`src/rtl/ps2_rx_fifo.sv`:
```
// rtl/ps2_rx_fifo.sv - PS/2 keyboard frame receiver feeding a scan-code FIFO; define PS2_PARITY_CHECK_EN to reject bad-parity frames
module ps2_rx_fifo #(
  parameter int FIFO_AW     = 3,
  parameter int TIMEOUT_CYC = 5000
) (
  input  logic       clk,
  input  logic       clrn,
  input  logic       ps2_clk,
  input  logic       ps2_data,
  input  logic       nextdata_n,
  output logic [7:0] data,
  output logic       ready,
  output logic       overflow,
  output logic       parity_err
);

  localparam int DEPTH = 1 << FIFO_AW;
  localparam int IW    = $clog2(TIMEOUT_CYC + 1);

  logic [2:0]         ps2_sync;
  logic               fall;
  logic [3:0]         bit_cnt;
  logic [9:0]         shreg;
  logic [IW-1:0]      idle_cnt;
  logic               frame_end;
  logic               frame_fmt_ok;
  logic               parity_ok;
  logic               push;
  logic               pop;
  logic               wr_en;
  logic               empty;
  logic               full;
  logic [FIFO_AW:0]   wp;
  logic [FIFO_AW:0]   rp;
  logic [7:0]         mem [DEPTH];

  // Falling edge of the synchronized PS/2 clock: older sample high, newer low.
  assign fall = ps2_sync[2] & ~ps2_sync[1];

  // After ten shifts: shreg[0]=start, shreg[8:1]=data, shreg[9]=parity; the stop
  // bit is still on the wire at the 11th edge (data is stable around the edge).
  assign frame_end    = fall && (bit_cnt == 4'd10);
  assign frame_fmt_ok = frame_end && !shreg[0] && ps2_data;
  assign parity_ok    = ^shreg[9:1];

`ifdef PS2_PARITY_CHECK_EN
  assign push = frame_fmt_ok && parity_ok;

  // One-cycle pulse for a well-formed frame whose odd parity does not hold.
  always_ff @(posedge clk or posedge clrn) begin
    if (clrn) parity_err <= 1'b0;
    else      parity_err <= frame_fmt_ok && !parity_ok;
  end
`else
  logic unused_parity;

  // The parity bit is captured but ignored in this build.
  assign unused_parity = parity_ok;
  assign push          = frame_fmt_ok;
  assign parity_err    = 1'b0;
`endif

  // Three-flop synchronizer for ps2_clk; resets to the idle-high bus level.
  always_ff @(posedge clk or posedge clrn) begin
    if (clrn) ps2_sync <= 3'b111;
    else      ps2_sync <= {ps2_sync[1:0], ps2_clk};
  end

  // Bit collection with an idle watchdog that abandons stalled partial frames.
  always_ff @(posedge clk or posedge clrn) begin
    if (clrn) begin
      bit_cnt  <= 4'd0;
      shreg    <= 10'd0;
      idle_cnt <= '0;
    end else if (fall) begin
      idle_cnt <= '0;
      if (bit_cnt == 4'd10) begin
        bit_cnt <= 4'd0;
      end else begin
        shreg   <= {ps2_data, shreg[9:1]};
        bit_cnt <= bit_cnt + 4'd1;
      end
    end else if (bit_cnt != 4'd0) begin
      if (idle_cnt == IW'(TIMEOUT_CYC)) begin
        bit_cnt  <= 4'd0;
        idle_cnt <= '0;
      end else begin
        idle_cnt <= idle_cnt + 1'b1;
      end
    end
  end

  // A full FIFO still accepts a push when the head is popped in the same cycle.
  assign empty = (wp == rp);
  assign full  = (wp[FIFO_AW] != rp[FIFO_AW]) &&
                 (wp[FIFO_AW-1:0] == rp[FIFO_AW-1:0]);
  assign pop   = !nextdata_n && !empty;
  assign wr_en = push && (!full || pop);

  // Storage array; contents are not reset, only the pointers are.
  always_ff @(posedge clk) begin
    if (wr_en) mem[wp[FIFO_AW-1:0]] <= shreg[8:1];
  end

  // Pointer and sticky overflow bookkeeping.
  always_ff @(posedge clk or posedge clrn) begin
    if (clrn) begin
      wp       <= '0;
      rp       <= '0;
      overflow <= 1'b0;
    end else begin
      if (wr_en) wp <= wp + 1'b1;
      if (pop) begin
        rp       <= rp + 1'b1;
        overflow <= 1'b0;
      end else if (push && full) begin
        overflow <= 1'b1;
      end
    end
  end

  assign data  = mem[rp[FIFO_AW-1:0]];
  assign ready = !empty;

endmodule

```
`config.mk`:
```
export PLATFORM = sky130hd
export DESIGN_NAME = ps2_rx_fifo
export DESIGN_NICKNAME = d
export VERILOG_FILES = /design/src/rtl/ps2_rx_fifo.sv
export SDC_FILE = /design/constraint.sdc
export NUM_CORES = 1
export LEC_CHECK = 0
export CAP_MARGIN = 20
export CORE_MARGIN = 1.5
export CORE_UTILIZATION = 55
export CTS_CLUSTER_DIAMETER = 120
export DETAILED_ROUTE_END_ITERATION = 10
export GPL_ROUTABILITY_DRIVEN = 0
export PLACE_DENSITY_LB_ADDON = 0.25
export SLEW_MARGIN = 20
export SYNTH_ARGS = -nofsm -noshare
export SYNTH_HDL_FRONTEND = slang
export SYNTH_SLANG_ARGS = --single-unit
export TNS_END_PERCENT = 100
```
`constraint.sdc`:
```
create_clock -name clk -period 2.4 [get_ports clk]
set_input_delay 0.48 -clock clk [delete_from_list [all_inputs] [get_ports clk]]
set_output_delay 0.48 -clock clk [all_outputs]
set_load 0.005 [all_outputs]
```
==> reports/summary.log, run 1 <==
qor: power.vdd_drop_max 422 µV
qor: die.boundaryPins 16
qor: grt.global_route_wire_length_before_repair 13500 µm
qor: timing.fin_skew 0.0129 ns
qor: synth.synth_top_flop_cell edfxtp_1
qor: synth.synthesis.instances 279
qor: outcome.failed_checks setup timing
qor: clock_tree.cts.path.max_buffers 2
qor: place.dp_cells 409
qor: die.fp.coreArea 0.00781 mm²
qor: timing.hold_viol_final 0
qor: clock_tree.clock-root-buffer clkbuf_8
qor: synth.postSynthAreaPerCell 16.1 µm²
qor: grt.grt_start_max_net_pins 40
qor: worst_setup_path.timing.critical_path.fanout_max 5
qor: layout.nets 345
qor: timing.max_slew_headroom 0.446
qor: grt.initial_antenna_violation_count 0
qor: routing.vias 2462
qor: grt.first_global_vias 2647
qor: layout.finish.utilization 0.671
qor: layout.finalNonFillerCells 440
qor: grt.grt_use_total 0.209
qor: routing.first_pass_iters 4
qor: place.worst_slack_after_detailed_placement -0.0530 ns
qor: layout.n_fill_cell 540
qor: job.drv_cap 0
qor: timing.maxClockFrequency 0.415 GHz
qor: timing.finalCritPeriodShare 1.00
qor: synth.post_synthesis_cell_area 0.00450 mm²
qor: min_path.hp-class reg -> reg
qor: timing.minimum_clock_period 2.41 ns
qor: routing.initialDrtViolationCount 101
qor: clock_tree.tritoncts_clock_tree yes
qor: place.place_area 0.00490 mm²
qor: routing.postRouteAntennaNets 0
qor: grt.global_route.overflow_total 0
qor: worst_setup_path.critical-path-slowest-cell mux4_2
qor: timing.grt_setup_unrepaired true
qor: clock_tree.cts_num_sinks 103
qor: die.start_util 0.576
qor: synth.yosys_register_bits 103
qor: worst_setup_path.crit_path_max_incr_delay 0.49 ns
qor: timing.setup_violations 4
qor: power.power_leakage 1.97 nW
qor: routing.viasPerCell 5.60
qor: power.power_density 1040 mW/mm²
qor: synth.async_flop_share 0.379
qor: worst_setup_path.timing.critical_path.mode_cell buf_6
qor: layout.areaGrowthSynthToFinish 16.3%
qor: synth.synth.top_cells.by_area edfxtp_1 43%, dfrtp_1 20%, mux2_2 4.5%
qor: routing.detail_route.wl_per_cell 17.8 µm
qor: clock_tree.count_of_h_tree_levels_built_during_cts 3
qor: synth.count_of_flip_flops_with_a_built_in_enable_after_synthesis 64
qor: die.die-width 93.5 µm
qor: routing.drc_errors 0
qor: worst_setup_path.path_cells buf_6 > buf_6 > mux4_2 > mux2_4 > buf_6
qor: synth.synth.yosys.warnings 0
qor: synth.proportion_of_synthesized_chip_area_in_sequential_cells 0.645
qor: layout.final_cell_area 0.00524 mm²
qor: worst_setup_path.required 1.92 ns
qor: worst_setup_path.crit_path_end_kind output port
qor: place.place.detailed.hpwl 5040 µm
qor: synth.mappedNetlistNets 291
qor: synth.yosysUniqueCellTypes 52
qor: outcome.run_status complete, but fails checks
qor: clock_tree.clk_pin_slew 0.10 ns
qor: timing.postLayoutSetupSlackWorst -0.00852 ns
qor: die.fp.dieArea 0.00873 mm²
qor: worst_setup_path.worst-endpoint-arrival 1.93 ns
qor: synth.synth_area_leader_cell edfxtp_1
qor: die.chipHeight 93.5 µm
qor: routing.route.final.wire_length 7810 µm
qor: clock_tree.worst_skew_pair.late_latency 0.37 ns
qor: power.finalPower 5.44 mW
qor: worst_setup_path.critPathLaunchType flop
qor: layout.n_antenna_cell 0
qor: worst_setup_path.crit_type reg -> out
qor: layout.post_route_cells_drive_above_1_share 0.352
qor: timing.drv_slew 0
qor: clock_tree.clock_buffer_count_from_cts 9
qor: place.io_buffers 14
qor: die.floorplan.rows 32
qor: synth.synth_top_area_frac 0.427
qor: timing.worst_pin_slew 0.829 ns
==> metal layers <==
| layer | global-route usage | up-vias | part of all wire |
|---|---|---|---|
| met5 | 0 | - | 0 |
| met4 | 0.0884 | 0 | 0.019 |
| met1 | 0.278 | 1220 | 0.42 |
| li1 | - | 1165 | - |
| met3 | 0.0382 | 16 | 0.055 |
| met2 | 0.340 | 61 | 0.50 |
==> report_power, final <==
part	internal, mW	switching [mW]
Clock	0.392	0.587
Combinational	1.21	0.741
Sequential	2.22	0.293
==> through the flow <==
step	setup TNS, ns	hold WS [ns]
floorplan	0	0.345
global placement	0	0.346
detailed placement	-0.422	0.347
CTS	-0.416	0.362
global route	-1.39	0.371
finish	-0.0246	0.361
==> synthesized netlist by cell type (all sizes together), types with 7 or more instances <==
| cell type | number |
|---|---|
| a211oi | 8 |
| a21oi | 7 |
| buf | 13 |
| dfrtp | 36 |
| edfxtp | 64 |
| ha | 7 |
| inv | 7 |
| mux2 | 20 |
| mux4 | 16 |
| nand2 | 11 |
| nand3 | 7 |
| nor2 | 20 |
| xnor2 | 16 |
==> kinds of logic after synthesis <==
kind of cell | Yosys count | share of synthesized area
AOI/OAI and AO/OA | 31 | 0.0539
xor gates and xnor gates | 17 | 0.0381
adders and majority gates | 7 | 0.0195
buffers and inverters | 21 | 0.0281
DFF | 103 | 0.645
muxes | 37 | 0.140
other | 1 | 0.000833
and+or+nand+nor | 62 | 0.0751
==> placed cells by master, fill, tap and decap left out, drive strengths merged, types with 3 or more instances in the layout <==
cell / instances
edfxtp: 64
buf: 49
dfrtp: 36
nor2: 20
mux2: 20
mux4: 16
xnor2: 16
clkbuf: 12
nand2: 11
inv: 10
a211oi: 8
a21oi: 7
ha: 7
nand3: 7
o21ai: 6
clkdlybuf4s50: 5
nand2b: 4
nor3: 4
nand4: 4
o211ai: 3
dfstp: 3
clkinv: 3
==> worst max-delay path, delay by kind of cell (launching register included) <==
| kind | cells | cell delay (ns) |
|---|---|---|
| flops | 1 | 0.43 |
| mux | 2 | 0.78 |
| buf+inv | 3 | 0.35 |
==> registers in the layout (all words and copies together), names as in the netlist <==
name and cells:
bit_cnt 4, idle_cnt 13, mem 64, overflow 1, ps2_sync 3, rp 4, shreg 10, wp 4
==> path summary, 6_finish.rpt <==
path	startpoint	slack (ns)	cells after the start	endpoint
hold / removal	ps2_sync[0]	0.36	0	ps2_sync[1]
setup / recovery	rp[0]	-0.009	5	data[2]
hold reg to reg	ps2_sync[0]	0.36	0	ps2_sync[1]
min in group asynchronous	clrn	0.52	3	rp[3]
max in group asynchronous	clrn	1.50	3	ps2_sync[0]
setup reg to reg	rp[0]	0.07	7	mem[3][7]
==> what timing repair did <==
action	4_1_cts	5_1_grt
pin swaps	1	1
setup endpoints to repair	8	33
buffers inserted	13	2
resized for setup	56	10
cloned	1	0
hold buffers	0	0
==> final cells by class <==
| type | instances | area, µm² | share of cell area |
|---|---|---|---|
| tap | 102 | 128 | 0.0244 |
| inverter | 7 | 26.3 | 0.00502 |
| sequential | 103 | 2900 | 0.554 |
| clock inverter | 6 | 51.3 | 0.00980 |
| timing repair buffer | 57 | 510 | 0.0975 |
| clock buffer | 10 | 128 | 0.0244 |
| multi-input combinational | 155 | 1490 | 0.285 |
Power figures use the tool's default switching activity.
==> run 2, diff against run 1 <==
- RECOVER_POWER: default -> 25
==> reports/summary.log, run 2 (synthesis results as in run 1) <==
qor: worst_setup_path.worst-r2r-cell-count 7
qor: grt.first_global_vias 2647
qor: layout.n_antenna_cell 0
qor: timing.grt_setup_unrepaired true
qor: power.vdd_drop_max 422 µV
qor: routing.drc_errors 0
qor: die.fp.dieArea 0.00873 mm²
qor: timing.hold_viol_final 0
qor: worst_setup_path.timing.reg2reg.setup_slack 0.07 ns
qor: worst_setup_path.worst_path_buffer_plus_inverter_count 3
qor: worst_setup_path.crit_path_end_kind output port
qor: layout.final_cell_area 0.00524 mm²
qor: timing.maxClockFrequency 0.415 GHz
qor: timing.finalSetupTns -0.0246 ns
qor: worst_setup_path.crit-reg2reg-launch rp[0]
qor: routing.detail_route.wl_per_cell 17.8 µm
qor: die.floorplan.rows 32
qor: timing.drv_slew 0
qor: layout.multi_input_comb_area 0.00149 mm²
qor: clock_tree.tritoncts_clock_tree yes
qor: clock_tree.ctsHoldBuffers 0
qor: min_path.whs_path_depth 0
qor: power.cellInternalPower 3.82 mW
qor: layout.post_route_cells_drive_above_1_share 0.349
qor: power.power.share.sequential 0.461
qor: outcome.failed_checks setup timing
qor: worst_setup_path.crit_type reg -> out
qor: clock_tree.count_of_h_tree_levels_built_during_cts 3
qor: clock_tree.clk_pin_slew 0.10 ns
qor: timing.hold_ws 0.366 ns
qor: timing.worst_pin_slew 0.829 ns
qor: worst_setup_path.required 1.92 ns
qor: clock_tree.clock_buffer_count_from_cts 9
qor: layout.final_common_cell edfxtp_1
qor: routing.vias 2462
qor: min_path.holdPathEnd ps2_sync[1]
qor: power.combinationalPowerShare 0.359
qor: clock_tree.clock-root-buffer clkbuf_8
qor: die.chipHeight 93.5 µm
qor: layout.areaGrowthSynthToFinish 16.3%
qor: timing.fin_skew 0.0129 ns
qor: grt.initial_antenna_violation_count 0
qor: job.drv_cap 0
qor: worst_setup_path.crit_path_max_incr_delay 0.49 ns
qor: worst_setup_path.regToRegEndpoint mem[3][7]
qor: power.power_leakage 1.97 nW
qor: layout.n_fill_cell 540
qor: routing.route.final.wire_length 7810 µm
qor: power.clock_power_share 0.180
qor: timing.max_slew_headroom 0.446
qor: min_path.hold_path.startpoint ps2_sync[0]
qor: routing.postRouteAntennaNets 0
qor: worst_setup_path.path_cells buf_6 > buf_6 > mux4_2 > mux2_4 > buf_6
qor: place.worst_slack_after_detailed_placement -0.0530 ns
qor: die.die-width 93.5 µm
qor: worst_setup_path.worst-endpoint-arrival 1.93 ns
qor: layout.finish.utilization 0.671
qor: worst_setup_path.timing.critical_path.mode_cell buf_6
qor: layout.nets 345
qor: clock_tree.cts_num_sinks 103
qor: die.start_util 0.576
qor: grt.global_route.overflow_total 0
qor: timing.minimum_clock_period 2.41 ns
qor: worst_setup_path.critical_path_depth 5
qor: clock_tree.worst_skew_pair.late_latency 0.37 ns
qor: grt.grt_use_total 0.209
qor: timing.finalCritPeriodShare 1.00
qor: clock_tree.cts.path.max_buffers 2
qor: die.boundaryPins 16
qor: power.swShare 0.298
qor: power.power_density 1040 mW/mm²
qor: routing.first_pass_iters 4
qor: worst_setup_path.timing.critical_path.fanout_max 5
qor: routing.initialDrtViolationCount 101
qor: timing.setup_violations 4
qor: layout.ff_latch_area 0.00290 mm²
qor: grt.global_route_wire_length_before_repair 13500 µm
qor: place.io_buffers 14
qor: worst_setup_path.critPathLaunchType flop
qor: grt.grt_start_max_net_pins 40
qor: min_path.hp-class reg -> reg
qor: place.place_area 0.00490 mm²
qor: worst_setup_path.critical-path-slowest-cell mux4_2
qor: worst_setup_path.worst_path_dominant_cell_family multiplexers
qor: place.place.detailed.hpwl 5040 µm
qor: power.power.switching 1.62 mW
qor: die.fp.coreArea 0.00781 mm²
qor: outcome.run_status complete, but fails checks
qor: routing.viasPerCell 5.60
qor: timing.postLayoutSetupSlackWorst -0.00852 ns
qor: layout.largest_register_ff_count 64
qor: layout.mostFrequentLayoutCells 64 x edfxtp_1, 35 x dfrtp_1, 32 x buf_4
## run 2: changes by cell type in the layout (fill, tap and decap cells not counted), sizes merged
cell	change
clkdlybuf4s50	-1
dlygate4sd3	+1
## run 2: through the flow
step / power (mW) / instances
5_1_grt: 5.76 / 440
3_3_place_gp: 4.07 / 409
4_1_cts: 5.42 / 439
2_1_floorplan: 3.52 / 279
6_report: 5.44 / 440
3_5_place_dp: 4.13 / 409
## run 2: worst register-to-register path, stage by stage, from the launching register on
cell and delay (ns):
dfrtp_2 0.46, buf_12 0.15, buf_6 0.11, buf_4 0.16, xnor2_4 0.16, nand3_4 0.09, o211ai_1 0.16, nor2_1 0.68
## run 2: area by class of cell
type	instances	area share
Clock buffer	10	0.0244
Clock inverter	6	0.00980
Inverter	7	0.00502
Multi-Input combinational cell	155	0.285
Sequential cell	103	0.554
Tap cell	102	0.0244
Timing Repair Buffer	57	0.0975
## run 2: power groups by stage
stage	sequential [mW]	clock, mW	combinational, mW
6_report	2.51	0.980	1.95
5_1_grt	2.56	1.07	2.13
4_1_cts	2.52	1.00	1.90
3_5_place_dp	2.54	0	1.59
3_3_place_gp	2.52	0	1.55
2_1_floorplan	2.43	0	1.10
## run 2: how the worst max path moves through the flow
stage                     from        end  slack, ns
global route             rp[0]    data[6]      -0.07
CTS                      rp[0]    data[4]      -0.13
finish                   rp[0]    data[2]     -0.009
detailed placement    ps2_data  mem[3][3]      -0.05
floorplan           bit_cnt[0]  mem[1][0]       0.16
global placement         rp[0]    data[7]       0.04
## run 2: routing by layer
metal	GRT usage	wire length [µm]
met4	0.0884	148
met3	0.0382	430
met1	0.278	3320
met2	0.340	3910
met5	0	0
## run 2: what timing repair did
action | in CTS | in global routing
pin swaps | 1 | 1
gates cloned | 1 | 0
resized for setup | 56 | 10
setup endpoints to repair | 8 | 33
setup buffers | 13 | 2
==> run 3, diff against run 2 <==
- CORE_MARGIN: 1.5 -> 2
==> reports/summary.log, run 3 (synthesis results as in run 1) <==
qor: die.fp.dieArea 0.00892 mm²
qor: layout.largest_register_ff_count 64
qor: grt.global_route.overflow_total 0
qor: die.die-width 94.5 µm
qor: place.place.detailed.hpwl 5110 µm
qor: timing.setup_violations 2
qor: clock_tree.clock_buffer_count_from_cts 9
qor: grt.initial_antenna_violation_count 0
qor: routing.first_pass_iters 4
qor: outcome.failed_checks setup timing
qor: layout.post_route_cells_drive_above_1_share 0.329
qor: die.chipHeight 94.5 µm
qor: layout.final_common_cell edfxtp_1
qor: worst_setup_path.critPathLaunchType flop
qor: timing.minimum_clock_period 2.41 ns
qor: routing.route.final.wire_length 7720 µm
qor: power.power.share.sequential 0.471
qor: clock_tree.clk_pin_slew 0.10 ns
qor: timing.fin_skew 0.00659 ns
qor: clock_tree.cts.path.max_buffers 2
qor: die.floorplan.rows 32
qor: clock_tree.tritoncts_clock_tree yes
qor: timing.hold_ws 0.365 ns
qor: grt.grt_start_max_net_pins 40
qor: grt.first_global_vias 2407
qor: power.combinationalPowerShare 0.345
qor: power.swShare 0.301
qor: clock_tree.ctsHoldBuffers 0
qor: layout.n_antenna_cell 0
qor: routing.postRouteAntennaNets 0
qor: timing.postLayoutSetupSlackWorst -0.00839 ns
qor: power.power_leakage 1.91 nW
qor: clock_tree.clock-root-buffer clkbuf_8
qor: power.vdd_drop_max 491 µV
qor: layout.final_cell_area 0.00516 mm²
qor: timing.maxClockFrequency 0.415 GHz
qor: power.cellInternalPower 3.75 mW
qor: layout.areaGrowthSynthToFinish 14.6%
qor: worst_setup_path.worst_path_dominant_cell_family multiplexers
qor: worst_setup_path.worst-endpoint-arrival 1.93 ns
qor: grt.global_route_wire_length_before_repair 12500 µm
qor: clock_tree.count_of_h_tree_levels_built_during_cts 3
qor: worst_setup_path.critical-path-slowest-cell mux4_2
qor: routing.initialDrtViolationCount 128
qor: grt.grt_use_total 0.191
qor: routing.viasPerCell 5.67
qor: timing.finalCritPeriodShare 1.00
qor: outcome.run_status complete, but fails checks
qor: routing.vias 2422
qor: layout.mostFrequentLayoutCells 64 x edfxtp_1, 35 x dfrtp_1, 20 x buf_4
qor: timing.worst_pin_slew 0.797 ns
qor: clock_tree.worst_skew_pair.late_latency 0.35 ns
qor: worst_setup_path.timing.critical_path.fanout_max 6
qor: power.clock_power_share 0.184
qor: worst_setup_path.worst_path_buffer_plus_inverter_count 3
qor: place.place_area 0.00487 mm²
qor: worst_setup_path.crit_path_end_kind output port
qor: clock_tree.cts_num_sinks 103
qor: place.io_buffers 14
qor: die.boundaryPins 16
qor: worst_setup_path.required 1.92 ns
qor: worst_setup_path.timing.critical_path.mode_cell buf_6
qor: job.drv_cap 0
qor: power.power.switching 1.62 mW
qor: worst_setup_path.crit_type reg -> out
qor: layout.nets 332
qor: worst_setup_path.crit_path_max_incr_delay 0.49 ns
qor: power.power_density 1040 mW/mm²
qor: timing.drv_slew 0
qor: timing.hold_viol_final 0
qor: timing.finalSetupTns -0.0109 ns
qor: worst_setup_path.path_cells buf_12 > buf_6 > mux4_2 > mux2_4 > buf_6
qor: timing.grt_setup_unrepaired true
qor: routing.drc_errors 0
qor: timing.max_slew_headroom 0.467
qor: die.fp.coreArea 0.00785 mm²
qor: min_path.hp-class reg -> reg
qor: routing.detail_route.wl_per_cell 18.1 µm
qor: die.start_util 0.574
## run 3: cell type report
class                      count  area [µm²]
tap                          102         128
multi-input combinational    155        1490
timing repair buffer          44         432
clock inverter                 7        55.1
clock buffer                   9         124
sequential                   103        2900
fill                         568        2690
inverter                       7        26.3
## run 3: worst paths after layout
check	start	to	slack, ns	cells past startpoint
worst max-delay path	rp[0]	data[1]	-0.008	5
worst min-delay path	ps2_sync[0]	ps2_sync[1]	0.37	0
worst max register to register	bit_cnt[0]	mem[7][2]	0.14	6
worst min register to register	ps2_sync[0]	ps2_sync[1]	0.37	0
max in group asynchronous	clrn	ps2_sync[2]	1.50	3
min in group asynchronous	clrn	rp[2]	0.52	3
## run 3: what timing repair did
| item | 4_1_cts | 5_1_grt |
|---|---|---|
| pin swaps | 1 | 0 |
| gates resized for setup | 57 | 7 |
| setup buffers | 8 | 1 |
| gates cloned | 1 | 0 |
| setup endpoints to repair | 8 | 6 |
## run 3: through the flow
| step | utilization | setup WS [ns] | cells | total power, mW |
|---|---|---|---|---|
| after floorplan | - | 0.156 | 279 | 3.52 |
| after global placement | 0.621 | 0.0769 | 402 | 4.09 |
| after detailed placement | 0.621 | 0.000441 | 402 | 4.14 |
| after CTS | 0.656 | -0.0255 | 427 | 5.39 |
| after global routing | 0.657 | -0.0712 | 427 | 5.67 |
| final | 0.657 | -0.00839 | 427 | 5.37 |
## run 3: worst reg2reg max path, cell delays in order (launching register included)
cell and delay, ns:
dfrtp_1 0.38, inv_1 0.08, ha_1 0.14, and3b_1 0.21
and4b_2 0.26, o211ai_1 0.16, nor2_1 0.66
## run 3: power by group through the flow
stage | sequential [mW] | combinational [mW] | clock [mW]
3_3_place_gp | 2.54 | 1.55 | 0
3_5_place_dp | 2.55 | 1.58 | 0
5_1_grt | 2.57 | 2.01 | 1.09
2_1_floorplan | 2.43 | 1.10 | 0
6_report | 2.53 | 1.86 | 0.988
4_1_cts | 2.53 | 1.85 | 1.01
## run 3: per-layer routing
| layer | routed length (µm) | track usage | up-vias |
|---|---|---|---|
| met5 | 0 | 0 | - |
| met4 | 110 | 0.0556 | 0 |
| met3 | 252 | 0.0399 | 11 |
| met2 | 3990 | 0.323 | 44 |
| met1 | 3370 | 0.252 | 1232 |
| li1 | - | - | 1135 |
